## src/rtl/present_decrypt_core.sv

```systemverilog
// PRESENT block-cipher decryption core, one round per clock.
// The forward key schedule first derives K32, then rounds 31..1 are peeled off with the inverse layers.
module present_decrypt_core #(
    parameter int KEY_LEN = 80
) (
    input  logic               clk_i,
    input  logic               rst_ni,
    input  logic               in_valid_i,
    output logic               in_ready_o,
    input  logic [63:0]        data_i,
    input  logic [KEY_LEN-1:0] key_i,
    output logic               out_valid_o,
    input  logic               out_ready_i,
    output logic [63:0]        data_o
);

    localparam int CNT_LSB = (KEY_LEN == 128) ? 62 : 15;

    generate
        if (KEY_LEN != 80 && KEY_LEN != 128) begin : gen_bad_key_len
            $error("present_decrypt_core: KEY_LEN must be 80 or 128");
        end
    endgenerate

    typedef enum logic [1:0] {
        IDLE,
        KEYGEN,
        DECRYPT,
        DONE
    } state_e;

    state_e             fsm_q, fsm_d;
    logic [63:0]        block_q, block_d;
    logic [KEY_LEN-1:0] key_q, key_d;
    logic [4:0]         cnt_q, cnt_d;
    logic [63:0]        dout_q, dout_d;

    function automatic logic [3:0] sbox(input logic [3:0] x);
        logic [3:0] y;
        case (x)
            4'h0: y = 4'hC;
            4'h1: y = 4'h5;
            4'h2: y = 4'h6;
            4'h3: y = 4'hB;
            4'h4: y = 4'h9;
            4'h5: y = 4'h0;
            4'h6: y = 4'hA;
            4'h7: y = 4'hD;
            4'h8: y = 4'h3;
            4'h9: y = 4'hE;
            4'hA: y = 4'hF;
            4'hB: y = 4'h8;
            4'hC: y = 4'h4;
            4'hD: y = 4'h7;
            4'hE: y = 4'h1;
            default: y = 4'h2;
        endcase
        return y;
    endfunction

    function automatic logic [3:0] invSbox(input logic [3:0] x);
        logic [3:0] y;
        case (x)
            4'h0: y = 4'h5;
            4'h1: y = 4'hE;
            4'h2: y = 4'hF;
            4'h3: y = 4'h8;
            4'h4: y = 4'hC;
            4'h5: y = 4'h1;
            4'h6: y = 4'h2;
            4'h7: y = 4'hD;
            4'h8: y = 4'hB;
            4'h9: y = 4'h4;
            4'hA: y = 4'h6;
            4'hB: y = 4'h3;
            4'hC: y = 4'h0;
            4'hD: y = 4'h7;
            4'hE: y = 4'h9;
            default: y = 4'hA;
        endcase
        return y;
    endfunction

    // Forward schedule step: rotate left by 61, S-box on the top nibble(s), fold in the round counter.
    function automatic logic [KEY_LEN-1:0] fwdUpd(input logic [KEY_LEN-1:0] k, input logic [4:0] rc);
        logic [KEY_LEN-1:0] r;
        r = {k[KEY_LEN-62:0], k[KEY_LEN-1:KEY_LEN-61]};
        r[KEY_LEN-1 -: 4] = sbox(r[KEY_LEN-1 -: 4]);
        if (KEY_LEN == 128) begin
            r[KEY_LEN-5 -: 4] = sbox(r[KEY_LEN-5 -: 4]);
        end
        r[CNT_LSB +: 5] = r[CNT_LSB +: 5] ^ rc;
        return r;
    endfunction

    function automatic logic [KEY_LEN-1:0] invUpd(input logic [KEY_LEN-1:0] k, input logic [4:0] rc);
        logic [KEY_LEN-1:0] r;
        r = k;
        r[CNT_LSB +: 5] = r[CNT_LSB +: 5] ^ rc;
        r[KEY_LEN-1 -: 4] = invSbox(r[KEY_LEN-1 -: 4]);
        if (KEY_LEN == 128) begin
            r[KEY_LEN-5 -: 4] = invSbox(r[KEY_LEN-5 -: 4]);
        end
        return {r[60:0], r[KEY_LEN-1:61]};
    endfunction

    function automatic logic [63:0] invPLayer(input logic [63:0] x);
        logic [63:0] y;
        for (int i = 0; i < 63; i++) begin
            y[i] = x[(16 * i) % 63];
        end
        y[63] = x[63];
        return y;
    endfunction

    function automatic logic [63:0] invSLayer(input logic [63:0] x);
        logic [63:0] y;
        for (int i = 0; i < 16; i++) begin
            y[4*i +: 4] = invSbox(x[4*i +: 4]);
        end
        return y;
    endfunction

    logic [KEY_LEN-1:0] keyFwd;
    logic [KEY_LEN-1:0] keyInv;
    logic [63:0]        roundOut;

    always_comb begin
        fwd_defaults: begin
            fsm_d   = fsm_q;
            block_d = block_q;
            key_d   = key_q;
            cnt_d   = cnt_q;
            dout_d  = dout_q;
        end
        keyFwd   = fwdUpd(key_q, cnt_q);
        keyInv   = invUpd(key_q, cnt_q);
        roundOut = invSLayer(invPLayer(block_q)) ^ keyInv[KEY_LEN-1 -: 64];

        case (fsm_q)
            IDLE: begin
                if (in_valid_i) begin
                    block_d = data_i;
                    key_d   = key_i;
                    cnt_d   = 5'd1;
                    fsm_d   = KEYGEN;
                end
            end
            KEYGEN: begin
                key_d = keyFwd;
                if (cnt_q == 5'd31) begin
                    // Final forward step yields K32, which whitens the ciphertext before round 31 is undone.
                    block_d = block_q ^ keyFwd[KEY_LEN-1 -: 64];
                    fsm_d   = DECRYPT;
                end else begin
                    cnt_d = cnt_q + 5'd1;
                end
            end
            DECRYPT: begin
                block_d = roundOut;
                key_d   = keyInv;
                cnt_d   = cnt_q - 5'd1;
                if (cnt_q == 5'd1) begin
                    dout_d = roundOut;
                    fsm_d  = DONE;
                end
            end
            DONE: begin
                if (out_ready_i) begin
                    fsm_d = IDLE;
                end
            end
            default: fsm_d = IDLE;
        endcase
    end

    always_ff @(posedge clk_i or negedge rst_ni) begin
        if (!rst_ni) begin
            fsm_q   <= IDLE;
            block_q <= '0;
            key_q   <= '0;
            cnt_q   <= '0;
            dout_q  <= '0;
        end else begin
            fsm_q   <= fsm_d;
            block_q <= block_d;
            key_q   <= key_d;
            cnt_q   <= cnt_d;
            dout_q  <= dout_d;
        end
    end

    assign in_ready_o  = (fsm_q == IDLE);
    assign out_valid_o = (fsm_q == DONE);
    assign data_o      = dout_q;

endmodule

```

## config.mk

```make
export PLATFORM = sky130hd
export DESIGN_NAME = present_decrypt_core
export DESIGN_NICKNAME = d
export VERILOG_FILES = /design/src/rtl/present_decrypt_core.sv
export SDC_FILE = /design/constraint.sdc
export NUM_CORES = 1
export LEC_CHECK = 0
export CORE_UTILIZATION = 25
export CTS_BUF_LIST = sky130_fd_sc_hd__clkbuf_4 sky130_fd_sc_hd__clkbuf_8
export CTS_CLUSTER_DIAMETER = 150
export DETAILED_ROUTE_END_ITERATION = 16
export GPL_TIMING_DRIVEN = 0
export HOLD_SLACK_MARGIN = 0.02
export SLEW_MARGIN = 30
export SYNTH_ARGS = -nofsm -noshare
export SYNTH_HDL_FRONTEND = slang
export SYNTH_SLANG_ARGS = --single-unit
```

## constraint.sdc

```tcl
create_clock -name clk_i -period 2.1 [get_ports clk_i]
set_clock_uncertainty 0.1 [all_clocks]
set_input_delay 0.315 -clock clk_i [delete_from_list [all_inputs] [get_ports clk_i]]
set_output_delay 0.315 -clock clk_i [all_outputs]
set_load 0.1 [all_outputs]
```

==> flow_metrics.py, run 1 <==
metrics = {
    "outcome": {
        "outcome": "finished with violations",
        "violations": "setup timing",
    },
    "critical_path": {
        "timing.rr.end": "data_o[56]",
        "crit_slowest_cell": "dfrtp_1",
        "setup.worst_path.start_class": "flip-flop",
        "reg2reg_depth": 7,
        "worstPathCellList": "buf_6, ha_4, or3_4, a22oi_2, xnor2_2, buf_4, mux2_4",
        "crit_required_ps": 2490,
        "cp_data_arrival_time_ps": 2580,
        "r2r_slack_ps": -100,
        "critPathKind": "reg2reg",
        "critPathMaxStageDelay_ps": 410,
        "timing.rr.start": "block_q[30]",
        "cp_max_fo": 2,
        "worst_setup_path_end_kind": "flip-flop",
    },
    "synthesis": {
        "synth-simple-area-share_pct": 10.2,
        "synthXorXnorAreaFrac_pct": 8.12,
        "ys_async_sr_fraction_pct": 100,
        "syn_area_mm2": 0.0157,
        "syn_area_per_cell_um2": 9.27,
        "seq_area_frac_synth_pct": 34.2,
        "synth_nets": 1965,
        "yosys_register_bits": 215,
        "synth-compound-area-share_pct": 21.5,
        "synth_ff_type": "dfrtp_1",
        "synthAdderAreaFrac_pct": 9.46,
        "yosys_warnings": 0,
        "synth_top_family_by_area": "compound AO/OA/AOI/OAI gates",
        "synthMuxAreaShare_pct": 10.0,
        "netlist_instances": 1698,
        "synth_edf_count": 0,
        "yosysUniqueCellTypes": 61,
    },
    "timing": {
        "period_share_pct": 105,
        "tightest_slew_ps": 1090,
        "setup_viol": 26,
        "relSlewSlack_pct": 27.3,
        "min_period_ps": 2200,
        "max_freq_ghz": 0.455,
        "slew_viol_final": 0,
        "fin_ws_ps": -98.6,
        "hold_violations": 0,
        "setup_tns_ps": -831,
        "grt_setup_unrepaired": "true",
    },
    "floorplanning": {
        "start_util_pct": 25.4,
        "die_area_mm2": 0.0640,
        "placeableCoreArea_mm2": 0.0619,
        "die_h_um": 253,
        "rows": 91,
        "io_pins": 214,
        "die-width_um": 253,
    },
    "routing": {
        "wl_um": 77700,
        "vias": 16000,
        "drt-initial-drc-count": 2105,
        "drc": 0,
        "vias_per_cell": 5.48,
        "wl_per_cell_um": 26.6,
        "detail-route-antenna-nets": 0,
        "firstDrtPassIters": 7,
    },
    "cts": {
        "htreeDepth": 2,
        "root_buffer": "clkbuf_8",
        "clock_latency_ps": 640,
        "clock_sinks": 215,
        "clkTransAtPathRegs_ps": 60,
        "cts_buffers": 43,
        "cts_tree": "yes",
        "cts_buffer_depth": 3,
    },
    "finish": {
        "n_fill_cell": 6152,
        "design.final.nets": 2321,
        "diodes": 0,
        "fin_area_mm2": 0.0231,
        "drive_above_1_share_pct": 36.3,
        "area_growth_pct": 46.8,
    },
    "grt": {
        "gr-total-overflow": 0,
        "grt_usage_pct": 23.7,
        "antenna_found_initial": 0,
        "grt_pass1_vias": 15600,
        "grt_max_degree": 80,
        "grt_pass1_wl_um": 109000,
    },
    "min_path": {
        "min_path_type": "in2async",
    },
    "place": {
        "globalplace.congestion": 0.989,
        "post-dp-hpwl_um": 59200,
        "placed_cell_area_mm2": 0.0190,
        "dp_slack_ps": -871,
        "port_buffers": 213,
    },
    "job": {
        "maxCapViolCount": 0,
    },
}
-- logic make-up after synthesis --
logic type / after synthesis
flops: 215
fa+ha+maj: 119
mux: 112
compound gates: 486
xor+xnor: 146
buf+inv: 245
simple gates: 375
-- Yosys cell counts, types with 29 or more instances --
cell type	count	area share, %
nor2_1	109	2.6
buf_2	33	1.0
xor2_1	104	5.8
mux2_2	49	3.5
mux2i_1	32	2.0
o31ai_1	75	3.6
o21ai_0	114	3.6
a221oi_1	113	6.3
dfrtp_1	215	34
xnor2_1	42	2.3
ha_1	119	9.5
clkbuf_1	94	2.2
inv_1	84	2.0
a21oi_1	61	1.9
nand2_1	172	4.1
mux4_2	29	4.1
-- timing repair --
item,4_1_cts,5_1_grt
buffers inserted,69,29
cloned,4,1
hold buffers,1,0
hold endpoints to repair,70,0
pin swaps,47,60
gates resized for setup,581,227
setup endpoints to repair,279,211
-- cell usage in the layout, fill, tap and decap left out, types with 28 or more instances in the layout --
| cell type | Yosys | final |
|---|---|---|
| xor2_1 | 104 | 88 |
| nand2_1 | 172 | 170 |
| nor2_1 | 109 | 109 |
| dfrtp_1 | 215 | 186 |
| clkbuf_4 | 0 | 44 |
| buf_2 | 33 | 44 |
| mux2_2 | 49 | 47 |
| clkbuf_8 | 0 | 56 |
| dfrtp_2 | 0 | 29 |
| mux4_2 | 29 | 31 |
| mux2i_1 | 32 | 28 |
| a21oi_1 | 61 | 55 |
| a221oi_1 | 113 | 43 |
| clkdlybuf4s15_2 | 0 | 62 |
| clkdlybuf4s50_1 | 0 | 146 |
| ha_1 | 119 | 92 |
| a221oi_2 | 4 | 71 |
| inv_1 | 84 | 46 |
| o31ai_1 | 75 | 72 |
| buf_4 | 3 | 102 |
| o21ai_1 | 10 | 29 |
| o21ai_0 | 114 | 76 |
-- how the worst max path moves through the flow --
stage	slack, ps	start	endpoint	depth (start not counted)
final	-100	block_q[30]	data_o[56]	7
after global routing	-130	block_q[26]	block_q[41]	6
after CTS	-100	block_q[30]	data_o[56]	7
after detailed placement	-870	fsm_q[0]	key_q[79]	8
after global placement	-10040	rst_ni	cnt_q[0]	1
after floorplan	1	cnt_q[1]	block_q[2]	10
-- flip-flops by register name (all words and copies together), names as in the netlist --
register,flops
data_o,64
block_q,64
fsm_q,2
key_q,80
cnt_q,5
-- metal layers --
layer / share of wire, % / vias up / global-route usage (%)
met5: 0 / - / 0
met4: 5.9 / 0 / 12.4
met3: 10 / 230 / 4.86
met2: 44 / 1029 / 36.8
met1: 39 / 7922 / 30.8
li1: - / 6839 / -
-- cell type report --
cell class              count  area, um2  area share [%]
multi-input cells        1238      11000            47.5
flip-flops and latches    215       5420            23.4
repair buffers            319       3170            13.7
plain buffers             151       1120            4.85
well taps                 837       1050            4.53
clock buffers              62        797            3.45
inverters                  86        377            1.63
clock inverters            16        208           0.899
-- worst max-delay path: cells and delay by family (launching register included) --
family	cells	cell delay (ps)
DFF	1	410
AOI/OAI and AO/OA	1	370
buffers and inverters	2	320
and+or+nand+nor	1	320
muxes	1	260
adders and majority gates	1	150
xor gates and xnor gates	1	120
-- per-stage QoR --
| stage | hold WS, ps | util [%] | instances |
|---|---|---|---|
| after global placement | 375 | 30.7 | 2748 |
| after global routing | 213 | 37.3 | 2924 |
| after floorplan | -80.6 | - | 1698 |
| final | 175 | 37.3 | 2924 |
| after detailed placement | 244 | 30.7 | 2750 |
| after CTS | 173 | 35.7 | 2898 |
Power of run 1 is left out: the tool's default activity adds up to more than one toggle a clock period on the data nets, which glitch-free logic cannot reach.
==> inputs of run 2 (changes only) <==
--- a/config.mk
+++ b/config.mk
@@ -11,6 +11,7 @@
 export DETAILED_ROUTE_END_ITERATION = 16
 export GPL_TIMING_DRIVEN = 0
 export HOLD_SLACK_MARGIN = 0.02
+export SETUP_SLACK_MARGIN = 0.02
 export SLEW_MARGIN = 30
 export SYNTH_ARGS = -nofsm -noshare
 export SYNTH_HDL_FRONTEND = slang
==> run 2 against run 1 <==
The run still ends with setup timing left. First-iteration DRC count fell by 20%. Global-route usage rose by 0.32 points. Flip-flop and latch count did not move. Register-to-register slack improved by 40 ps. Maximum frequency rose by 1.8%. Clock-buffer cell count rose by 6. Critical path type unchanged. Critical path depth rose by 3. Largest cell class unchanged. Setup slack improved by 39 ps. Routed wire length rose by 1.7%. Non-clock buffer count rose by 26. Sequential share of layout area fell by 0.45 points.
==> flow_metrics.py, run 2 (synthesis results as in run 1) <==
metrics = {
    "outcome": {
        "outcome": "finished with violations",
        "violations": "setup timing",
    },
    "place": {
        "post-dp-hpwl_um": 59500,
        "port_buffers": 213,
        "placed_cells_incl_taps": 2750,
        "globalplace.congestion": 1.03,
    },
    "critical_path": {
        "r2r_slack_ps": -60,
        "cp_data_arrival_time_ps": 2610,
        "cp_max_fo": 7,
        "timing.rr.end": "block_q[26]",
        "critPathKind": "reg2reg",
        "reg2reg_depth": 10,
        "timing.rr.start": "cnt_q[1]",
        "setup.worst_path.start_class": "flip-flop",
        "crit_required_ps": 2550,
        "worst_setup_path_end_kind": "flip-flop",
    },
    "floorplanning": {
        "die-width_um": 253,
        "io_pins": 214,
        "placeableCoreArea_mm2": 0.0619,
        "die_area_mm2": 0.0640,
        "start_util_pct": 25.4,
        "die_h_um": 253,
        "rows": 91,
    },
    "cts": {
        "clock_sinks": 215,
        "cts_buffer_depth": 3,
        "clkTransAtPathRegs_ps": 70,
        "htreeDepth": 2,
        "cts_buffers": 42,
        "cts_tree": "yes",
        "root_buffer": "clkbuf_8",
        "clock_latency_ps": 630,
    },
    "routing": {
        "vias_per_cell": 5.53,
        "wl_um": 79000,
        "firstDrtPassIters": 7,
        "drt-initial-drc-count": 1675,
        "wl_per_cell_um": 26.8,
        "detail-route-antenna-nets": 0,
        "drc": 0,
        "vias": 16300,
    },
    "finish": {
        "n_fill_cell": 6161,
        "instances_no_fill": 2946,
        "layout_commonest_cell": "dfrtp_1",
        "largest_reg_flops": 80,
        "diodes": 0,
        "final_cell_mix": "dfrtp_1, nand2_1, clkdlybuf4s50_1",
        "area_growth_pct": 49.7,
        "fin_util_pct": 38.1,
        "drive_above_1_share_pct": 37.8,
        "design.final.nets": 2346,
        "top_register": "key_q",
    },
    "timing": {
        "grt_setup_unrepaired": "true",
        "min_period_ps": 2160,
        "fin_ws_ps": -59.4,
        "setup_viol": 21,
        "period_share_pct": 103,
        "max_freq_ghz": 0.463,
        "hold_violations": 0,
        "relSlewSlack_pct": 25.3,
        "slew_viol_final": 0,
        "tightest_slew_ps": 1120,
    },
    "grt": {
        "grt_pass1_wl_um": 110000,
        "grt_usage_pct": 24.0,
        "gr-total-overflow": 0,
        "grt_max_degree": 78,
        "antenna_found_initial": 1,
        "grt_pass1_vias": 15800,
    },
    "min_path": {
        "min_path_type": "in2async",
    },
    "job": {
        "maxCapViolCount": 0,
    },
}
==> run 2: final cells by class <==
cell class                      count  area [um2]  share of cell area, %
Buffer                            151        1080                   4.60
Clock buffer                       68         855                   3.62
Clock inverter                      6        80.1                  0.340
Inverter                           86         399                   1.69
Multi-Input combinational cell   1238       11200                   47.7
Sequential cell                   215        5420                   23.0
Tap cell                          837        1050                   4.44
Timing Repair Buffer              345        3460                   14.7
==> run 2: per-layer routing <==
metal	vias to the layer above	routed length, um	global-route usage, %
li1	6868	-	-
met1	8060	30300	30.6
met2	1105	35000	37.1
met3	257	8720	5.86
met4	2	5010	13.2
met5	-	13	0
==> run 2: what timing repair did <==
action / CTS / global route
gates resized for setup: 630 / 244
hold buffers: 1 / 0
pin swaps: 45 / 86
endpoints found under the hold margin: 65 / 0
setup endpoints to repair: 279 / 187
cloned: 5 / 2
buffers inserted: 65 / 61
==> run 2: worst max path at each step <==
stage	from	depth (start not counted)	end	slack [ps]
2_1_floorplan	block_q[2]	6	block_q[9]	20
3_3_place_gp	rst_ni	1	cnt_q[1]	-10100
3_5_place_dp	fsm_q[0]	8	block_q[18]	-830
4_1_cts	cnt_q[0]	12	block_q[46]	-100
5_1_grt	block_q[4]	7	block_q[19]	-110
6_report	cnt_q[1]	10	block_q[26]	-60
==> run 2: per-stage QoR <==
stage	setup slack [ps]	setup TNS [ps]	hold WS (ps)	cell area, um2
floorplan	20.2	0	-80.6	15800
global route	-112	-2050	183	23600
global placement	-10100	-2102640	379	19000
CTS	-101	-1290	155	22300
finish	-59.4	-533	133	23600
detailed placement	-835	-125070	225	19100
==> run 2: worst max-delay path, stage by stage, from the launching register on <==
cell and delay (ps):
dfrtp_2 400, ha_4 140, and3_4 190, ha_4 130, nand2b_4 130, buf_6 100
nand3_4 190, buf_6 220, clkbuf_16 160, a21oi_1 190, o21a_1 140
Power of run 2 is left out for the same reason.
